## src/rtl/nibble_accumulator_pkg.sv

```systemverilog
// Shared definitions for the nibble accumulator: FSM state encoding and
// default widths used by the top level and its adder.
package nibble_accumulator_pkg;

    localparam int unsigned ACC_W_DEFAULT = 8;
    localparam int unsigned NIBBLE_W      = 4;
    localparam int unsigned BEAT_W        = NIBBLE_W + 1;
    localparam int unsigned LEN_W         = 4;

    typedef enum logic [1:0] {
        ST_IDLE  = 2'd0,
        ST_ACCUM = 2'd1,
        ST_DONE  = 2'd2
    } state_t;

endpackage

```

## src/rtl/nibble_accumulator_ripple_add4.sv

```systemverilog
// 4-bit ripple-carry adder producing the per-beat sum a + b + cin.
module ripple_add4
    import nibble_accumulator_pkg::*;
(
    input  logic [NIBBLE_W-1:0] a,
    input  logic [NIBBLE_W-1:0] b,
    input  logic                cin,
    output logic [NIBBLE_W-1:0] sum,
    output logic                cout
);

    logic [NIBBLE_W:0] carry;

    always_comb begin
        carry    = '0;
        sum      = '0;
        carry[0] = cin;
        for (int i = 0; i < NIBBLE_W; i++) begin
            sum[i]       = a[i] ^ b[i] ^ carry[i];
            carry[i + 1] = (a[i] & b[i]) | (carry[i] & (a[i] ^ b[i]));
        end
    end

    assign cout = carry[NIBBLE_W];

endmodule

```

## src/rtl/nibble_accumulator.sv

```systemverilog
// Burst accumulator: sums len beats of (a + b + cin) into an ACC_W-bit
// result with sticky overflow, reporting completion with a one-cycle done.
module nibble_accumulator
    import nibble_accumulator_pkg::*;
#(
    parameter int unsigned ACC_W = ACC_W_DEFAULT
) (
    input  logic             clk,
    input  logic             rst,
    input  logic             start,
    input  logic [3:0]       len,
    input  logic             in_valid,
    output logic             in_ready,
    input  logic [3:0]       a,
    input  logic [3:0]       b,
    input  logic             cin,
    output logic [ACC_W-1:0] acc_out,
    output logic             ovf,
    output logic             done
);

    state_t             state_q, state_d;
    logic [ACC_W-1:0]   acc_q,   acc_d;
    logic               ovf_q,   ovf_d;
    logic [LEN_W-1:0]   cnt_q,   cnt_d;

    logic [NIBBLE_W-1:0] beat_lo;
    logic                beat_cout;
    logic [ACC_W:0]      sum_full;
    logic                beat_accept;

    ripple_add4 u_add (
        .a    (a),
        .b    (b),
        .cin  (cin),
        .sum  (beat_lo),
        .cout (beat_cout)
    );

    // Extra top bit of sum_full is the carry out of the accumulator MSB.
    assign sum_full    = {1'b0, acc_q} + {{(ACC_W - NIBBLE_W){1'b0}}, beat_cout, beat_lo};
    assign beat_accept = in_valid && (state_q == ST_ACCUM);

    always_comb begin
        state_d = state_q;
        acc_d   = acc_q;
        ovf_d   = ovf_q;
        cnt_d   = cnt_q;
        unique case (state_q)
            ST_IDLE: begin
                if (start) begin
                    acc_d   = '0;
                    ovf_d   = 1'b0;
                    cnt_d   = len;
                    state_d = (len != '0) ? ST_ACCUM : ST_DONE;
                end
            end
            ST_ACCUM: begin
                if (beat_accept) begin
                    acc_d = sum_full[ACC_W-1:0];
                    ovf_d = ovf_q | sum_full[ACC_W];
                    cnt_d = cnt_q - 4'd1;
                    if (cnt_q == 4'd1) begin
                        state_d = ST_DONE;
                    end
                end
            end
            ST_DONE: begin
                state_d = ST_IDLE;
            end
            default: begin
                state_d = ST_IDLE;
            end
        endcase
    end

    always_ff @(posedge clk) begin
        if (rst) begin
            state_q <= ST_IDLE;
            acc_q   <= '0;
            ovf_q   <= 1'b0;
            cnt_q   <= '0;
        end else begin
            state_q <= state_d;
            acc_q   <= acc_d;
            ovf_q   <= ovf_d;
            cnt_q   <= cnt_d;
        end
    end

    assign in_ready = (state_q == ST_ACCUM);
    assign done     = (state_q == ST_DONE);
    assign acc_out  = acc_q;
    assign ovf      = ovf_q;

endmodule

```

## config.mk

```make
export PLATFORM = sky130hd
export DESIGN_NAME = nibble_accumulator
export DESIGN_NICKNAME = d
export VERILOG_FILES = /design/src/rtl/nibble_accumulator_pkg.sv /design/src/rtl/nibble_accumulator_ripple_add4.sv /design/src/rtl/nibble_accumulator.sv
export SDC_FILE = /design/constraint.sdc
export NUM_CORES = 1
export LEC_CHECK = 0
export CAP_MARGIN = 20
export CORE_UTILIZATION = 25
export DETAILED_ROUTE_END_ITERATION = 6
export PLACE_DENSITY = 0.5
export SETUP_SLACK_MARGIN = 0.1
export SLEW_MARGIN = 10
export SYNTH_ARGS = -nofsm -noshare
export SYNTH_HDL_FRONTEND = slang
export SYNTH_SLANG_ARGS = --single-unit
```

## constraint.sdc

```tcl
create_clock -name clk -period 3.1 [get_ports clk]
set_clock_uncertainty 0.1 [all_clocks]
set_input_delay 0.31 -clock clk [delete_from_list [all_inputs] [get_ports clk]]
set_output_delay 0.31 -clock clk [all_outputs]
set_load 0.03 [all_outputs]
```

==> results of run 1 <==
[routing by layer]
metal / wire length, um / up-vias
li1: - / 497
met3: 67 / 2
met5: 0 / -
met1: 1159 / 470
met2: 1160 / 11
met4: 17 / 0
[layout make-up]
class                           instances  area, sq um  share of cell area [%]
Inverter                               20        82.58                   5.551
Clock buffer                            4        45.04                   3.028
Sequential cell                        15        300.3                   20.18
Tap cell                               50        62.56                   4.205
Multi-Input combinational cell         90        708.2                   47.60
Timing Repair Buffer                   31        289.0                   19.43
[cell families (layout without fill, tap and decap cells)]
| logic type | Yosys count | after routing | share of synthesized area, % |
|---|---|---|---|
| fa+ha+maj | 12 | 12 | 17.92 |
| compound gates | 31 | 31 | 19.59 |
| flops | 15 | 15 | 28.67 |
| mux | 5 | 5 | 4.899 |
| buf+inv | 22 | 55 | 8.004 |
| xor+xnor | 1 | 1 | 0.8365 |
| simple gates | 41 | 41 | 20.07 |
[stage by stage]
step	total power [mW]	std cells	util, %	TNS (ps)
after floorplan	0.3673	127	-	0
after detailed placement	0.4439	206	35.97	-3746
after global placement	0.4402	206	35.97	-3528
final	0.5999	210	37.19	0
after CTS	0.6087	210	37.13	0
after global routing	0.6460	210	37.19	0
[registers in the layout, indices dropped and copies added (netlist names)]
signal and cells:
acc_out 8, cnt_q 4, ovf 1, state_q 2
[power groups by stage]
stage / clock network, mW / logic (mW) / registers, mW
finish: 0.161 / 0.216 / 0.223
global route: 0.177 / 0.244 / 0.225
CTS: 0.168 / 0.218 / 0.223
detailed placement: 0 / 0.217 / 0.227
global placement: 0 / 0.214 / 0.227
floorplan: 0 / 0.137 / 0.231
[path summary, 6_finish.rpt]
kind	to	cells past startpoint	slack, ps
hold reg to reg	cnt_q[1]	2	380
setup / recovery	ovf	12	200
hold / removal	cnt_q[1]	2	380
setup reg to reg	ovf	7	1170
[cell usage in the layout, fill, tap and decap left out, types with 3 or more instances in the layout]
master           instances
mux2i_1                  4
fa_2                     3
a21oi_1                 12
ha_1                     6
inv_1                   14
dfxtp_1                 15
inv_2                    5
nand2b_1                 3
buf_4                    5
o21a_1                   3
nand2_1                 12
clkbuf_8                 3
nor2_1                   9
clkdlybuf4s50_1         22
[repair_timing]
action	CTS	global route
resized for setup	17	2
endpoints found under the setup margin	7	3
pin swaps	8	3
[worst max-delay path: cells and delay by family]
kind            cells  cell delay (ps)
compound gates      4              690
fa+ha+maj           5             1800
buf+inv             3              200
==> metrics.txt, run 1 <==
max-slew violations 0; final setup violation count 0; worst-skew pair later-pin latency 250 ps; initial DRC count 25; Crit. End Element flip-flop; status completed; commonest cells in the netlist inv_1 (20), dfxtp_1 (15), a21oi_1 (12), nand2_1 (12), nor2_1 (9); unrepaired setup endpoints after global routing false; layout cells sized above 1 16.25%; class of the worst hold path reg2reg; WL final 2404 um; core region area 4000 sq um; Residual DRC 0; crit path DAT 2990 ps; total grt overflow 0; Die X 66.72 um; Placed Instance Area 1439 sq um; Post-Syn Instances 127; number of detailed-route iterations in the first pass 4; first-pass GRT wire length 4050 um; vias in the first global route 922; Max-cap violations 0; slowest CP cell fa_1; Synth Flop Type dfxtp_1; n_diodes 0; # Post-CTS Setup Buffers 0; post-synthesis sequential area ratio 28.67%; Crit. Startpoint cin; Post-Syn Area 1047 sq um; GPL Wtd Cong 0.7458; post-DP HPWL 1852 um; fillers 424; GRT busiest layer met2; pre-CTS setup slack -703.0 ps; CP max stage delay 440 ps; die area 4452 sq um; row count 23; Worst slew margin 62.61%; Leak 0.5894 nW; vias per cell 4.667; clock slew at reported path FFs 70 ps; post-synth top area share 28.67%; Worst EP required 3200 ps; synth warn 0; initial core utilization 26.18%; Syn Area/Cell 8.246 sq um; hold_sp cnt_q[1]; vias 980; Num CTS Buffers 3; most common cell in the netlist inv_1; Switching Fraction 33.00%; Post-synth EDFFs 0; initial antenna violation count 0; I/O Buffers 27; WL per Instance 11.45 um; asr flop ratio synth 0%; Max FO, Critical Path 5; Post-DRT Antenna Nets 0; clock share of power 26.8%; Worst R2R Start acc_out[0]; crit start category input pin; Final nets 190; period utilisation layout 93.41%; syn_nets 156; H-tree depth 1; Root Driver clkbuf_8; most frequent cell on the critical path fa_2; Seq cells post-synth 15; Sink Count 15; hold_buf cts 0; global-route met3 utilization 2.055%; P_sw 0.1979 mW; Flop pwr share 37.2%; met1 GRT Util 16.60%; Synth area leaders dfxtp_1 (29%), fa_1 (9.6%), ha_1 (8.4%); maximum buffer depth of the clock tree 2; area leader, netlist dfxtp_1; total track usage 12.05%; Pwr Density 403.2 nW/um^2; Min Hold Slack 375.8 ps; Die Y 66.72 um; WS Path Type in2reg; worst setup margin 204.3 ps; met2 Resource Use GR 18.81%; internal power 0.4019 mW; Logic pwr share 36.0%; CTS tree yes; Area growth syn-to-layout 42.06%; Design Area, Final 1488 sq um; Final Hold Vio Count 0; worst vdd ir 135.6 uV; Synth cell types 39; CP cell instances buf_4 > inv_8 > fa_2 > fa_2 > fa_2 > inv_2 > fa_1 > ha_4 > o21a_1 > o31ai_4 > a2111oi_2 > o21a_1; largest net degree at the start of global routing 15; Achievable Freq 345.3 MHz; Slew @ Worst Pin 559.2 ps; Final Critical Period 2896 ps; I/O pins 28
Power figures use the tool's default switching activity.
==> inputs of run 2 (changes only) <==
--- a/config.mk
+++ b/config.mk
@@ -6,9 +6,10 @@
 export NUM_CORES = 1
 export LEC_CHECK = 0
 export CAP_MARGIN = 20
+export CORE_MARGIN = 1.5
 export CORE_UTILIZATION = 25
+export CTS_CLUSTER_DIAMETER = 200
 export DETAILED_ROUTE_END_ITERATION = 6
-export PLACE_DENSITY = 0.5
 export SETUP_SLACK_MARGIN = 0.1
 export SLEW_MARGIN = 10
 export SYNTH_ARGS = -nofsm -noshare
==> metrics.txt, run 2 (synthesis results as in run 1) <==
status completed; Achievable Freq 343.2 MHz; Slew @ Worst Pin 523.7 ps; most frequent cell on the critical path fa_2; I/O Buffers 27; maximum buffer depth of the clock tree 2; Pwr Total 0.6141 mW; final setup violation count 0; class of the worst hold path reg2reg; Crit. Startpoint cin; max FFs per register 8; Area growth syn-to-layout 45.40%; hold_sp acc_out[4]; WP depth 13; P_sw 0.2041 mW; Post-DRT Antenna Nets 0; post-DP HPWL 1905 um; Logic pwr share 37.3%; initial DRC count 49; WL final 2382 um; Num CTS Buffers 3; initial core utilization 26.18%; worst-skew pair later-pin latency 250 ps; Flop pwr share 36.1%; worst vdd ir 298.2 uV; Max-cap violations 0; CP delay by family, top adder cells; Leak 0.6040 nW; Non-Filler Instances 213; Final nets 193; total grt overflow 0; I/O pins 28; largest net degree at the start of global routing 15; most frequent cells in the layout clkdlybuf4s50_1 (22), dfxtp_1 (15), inv_1 (14); core region area 4000 sq um; setup TNS 0 ps; Sink Count 15; GPL Wtd Cong 0.7962; internal power 0.4100 mW; Die Y 67.72 um; hold path depth 2; die area 4586 sq um; number of detailed-route iterations in the first pass 4; Worst R2R Start acc_out[0]; clock share of power 26.6%; period utilisation layout 93.99%; Final Hold Vio Count 0; first-pass GRT wire length 3905 um; Worst R2R Setup Slack 1110 ps; Residual DRC 0; Crit. End Element flip-flop; total track usage 11.23%; crit start category input pin; n_diodes 0; Final Critical Period 2914 ps; worst r2r path cells 7; Worst slew margin 64.97%; crit path DAT 2990 ps; vias in the first global route 907; Die X 67.72 um; Inst Count DP 208; Worst EP required 3180 ps; Root Driver clkbuf_8; hold_buf cts 0; H-tree depth 1; CP max stage delay 440 ps; Switching Fraction 33.24%; row count 23; clock slew at reported path FFs 60 ps; commonest non-fill, non-tap cell in the layout clkdlybuf4s50_1; CP cell instances buf_8 > inv_8 > fa_2 > fa_2 > fa_2 > inv_2 > fa_1 > ha_4 > buf_6 > a21o_1 > a21oi_2 > a211oi_2 > mux2i_1; vias per cell 4.577; max-slew violations 0; unrepaired setup endpoints after global routing true; layout cells sized above 1 19.02%; WL per Instance 11.18 um; Buf/Inv on CP 4; CTS tree yes; Max FO, Critical Path 4; initial antenna violation count 0; slowest CP cell fa_1; WS Path Type in2reg; Pwr Density 403.3 nW/um^2; vias 975
run 2: cell types whose count changed in the layout (fill, tap and decap cells not counted):
cell,change
clkinv_2,+1
buf_8,+1
dlygate4sd2_1,+1
a21oi_1,-1
a21oi_2,+1
buf_6,+1
dlymetal6s2s_1,-1
buf_4,+1
clkbuf_1,-1
run 2: layout make-up:
class                           count  area, sq um
Clock buffer                        3        41.29
Timing Repair Buffer               34        319.1
Clock inverter                      1        5.005
Multi-Input combinational cell     90        711.9
Tap cell                           50        62.56
Sequential cell                    15        300.3
Inverter                           20        82.58
Fill cell                         398         2477
run 2: metrics by stage:
step	setup WS (ps)	cell area [sq um]	hold slack (ps)	utilization [%]
2_1_floorplan	8.596	1085	345.0	-
3_3_place_gp	-632.5	1454	359.2	36.35
3_5_place_dp	-763.1	1454	356.9	36.35
4_1_cts	111.6	1511	384.3	37.79
5_1_grt	60.32	1523	410.8	38.07
6_report	186.4	1523	378.7	38.07
run 2: worst reg2reg max path: stages, from the launching register on:
cell,delay [ps]
dfxtp_1,360
ha_1,180
inv_1,50
fa_1,390
nor2b_1,280
o31ai_4,110
a2111oi_2,310
o21a_1,140
run 2: timing repair:
action,CTS,global route
pin swaps,8,5
setup endpoints to repair,6,4
buffers inserted,1,0
gates resized for setup,20,3
hold endpoints to repair,0,0
run 2: worst paths after layout:
path / end
worst max-delay path: acc_out[7]
worst min-delay path: acc_out[4]
worst max register to register: ovf
worst min register to register: acc_out[4]
run 2: power groups by stage:
stage               clock network, mW  logic, mW  registers [mW]
floorplan                           0      0.137           0.231
global placement                    0      0.215           0.226
detailed placement                  0      0.221           0.226
CTS                             0.171      0.227           0.222
global route                    0.178      0.253           0.225
finish                          0.163      0.229           0.222
run 2: routing by layer:
metal	GRT usage, %	routed length, um	vias up
met3	3.167	104	2
met4	2.296	12	0
met2	19.12	1167	17
li1	-	-	504
met5	0	0	-
met1	14.07	1097	452
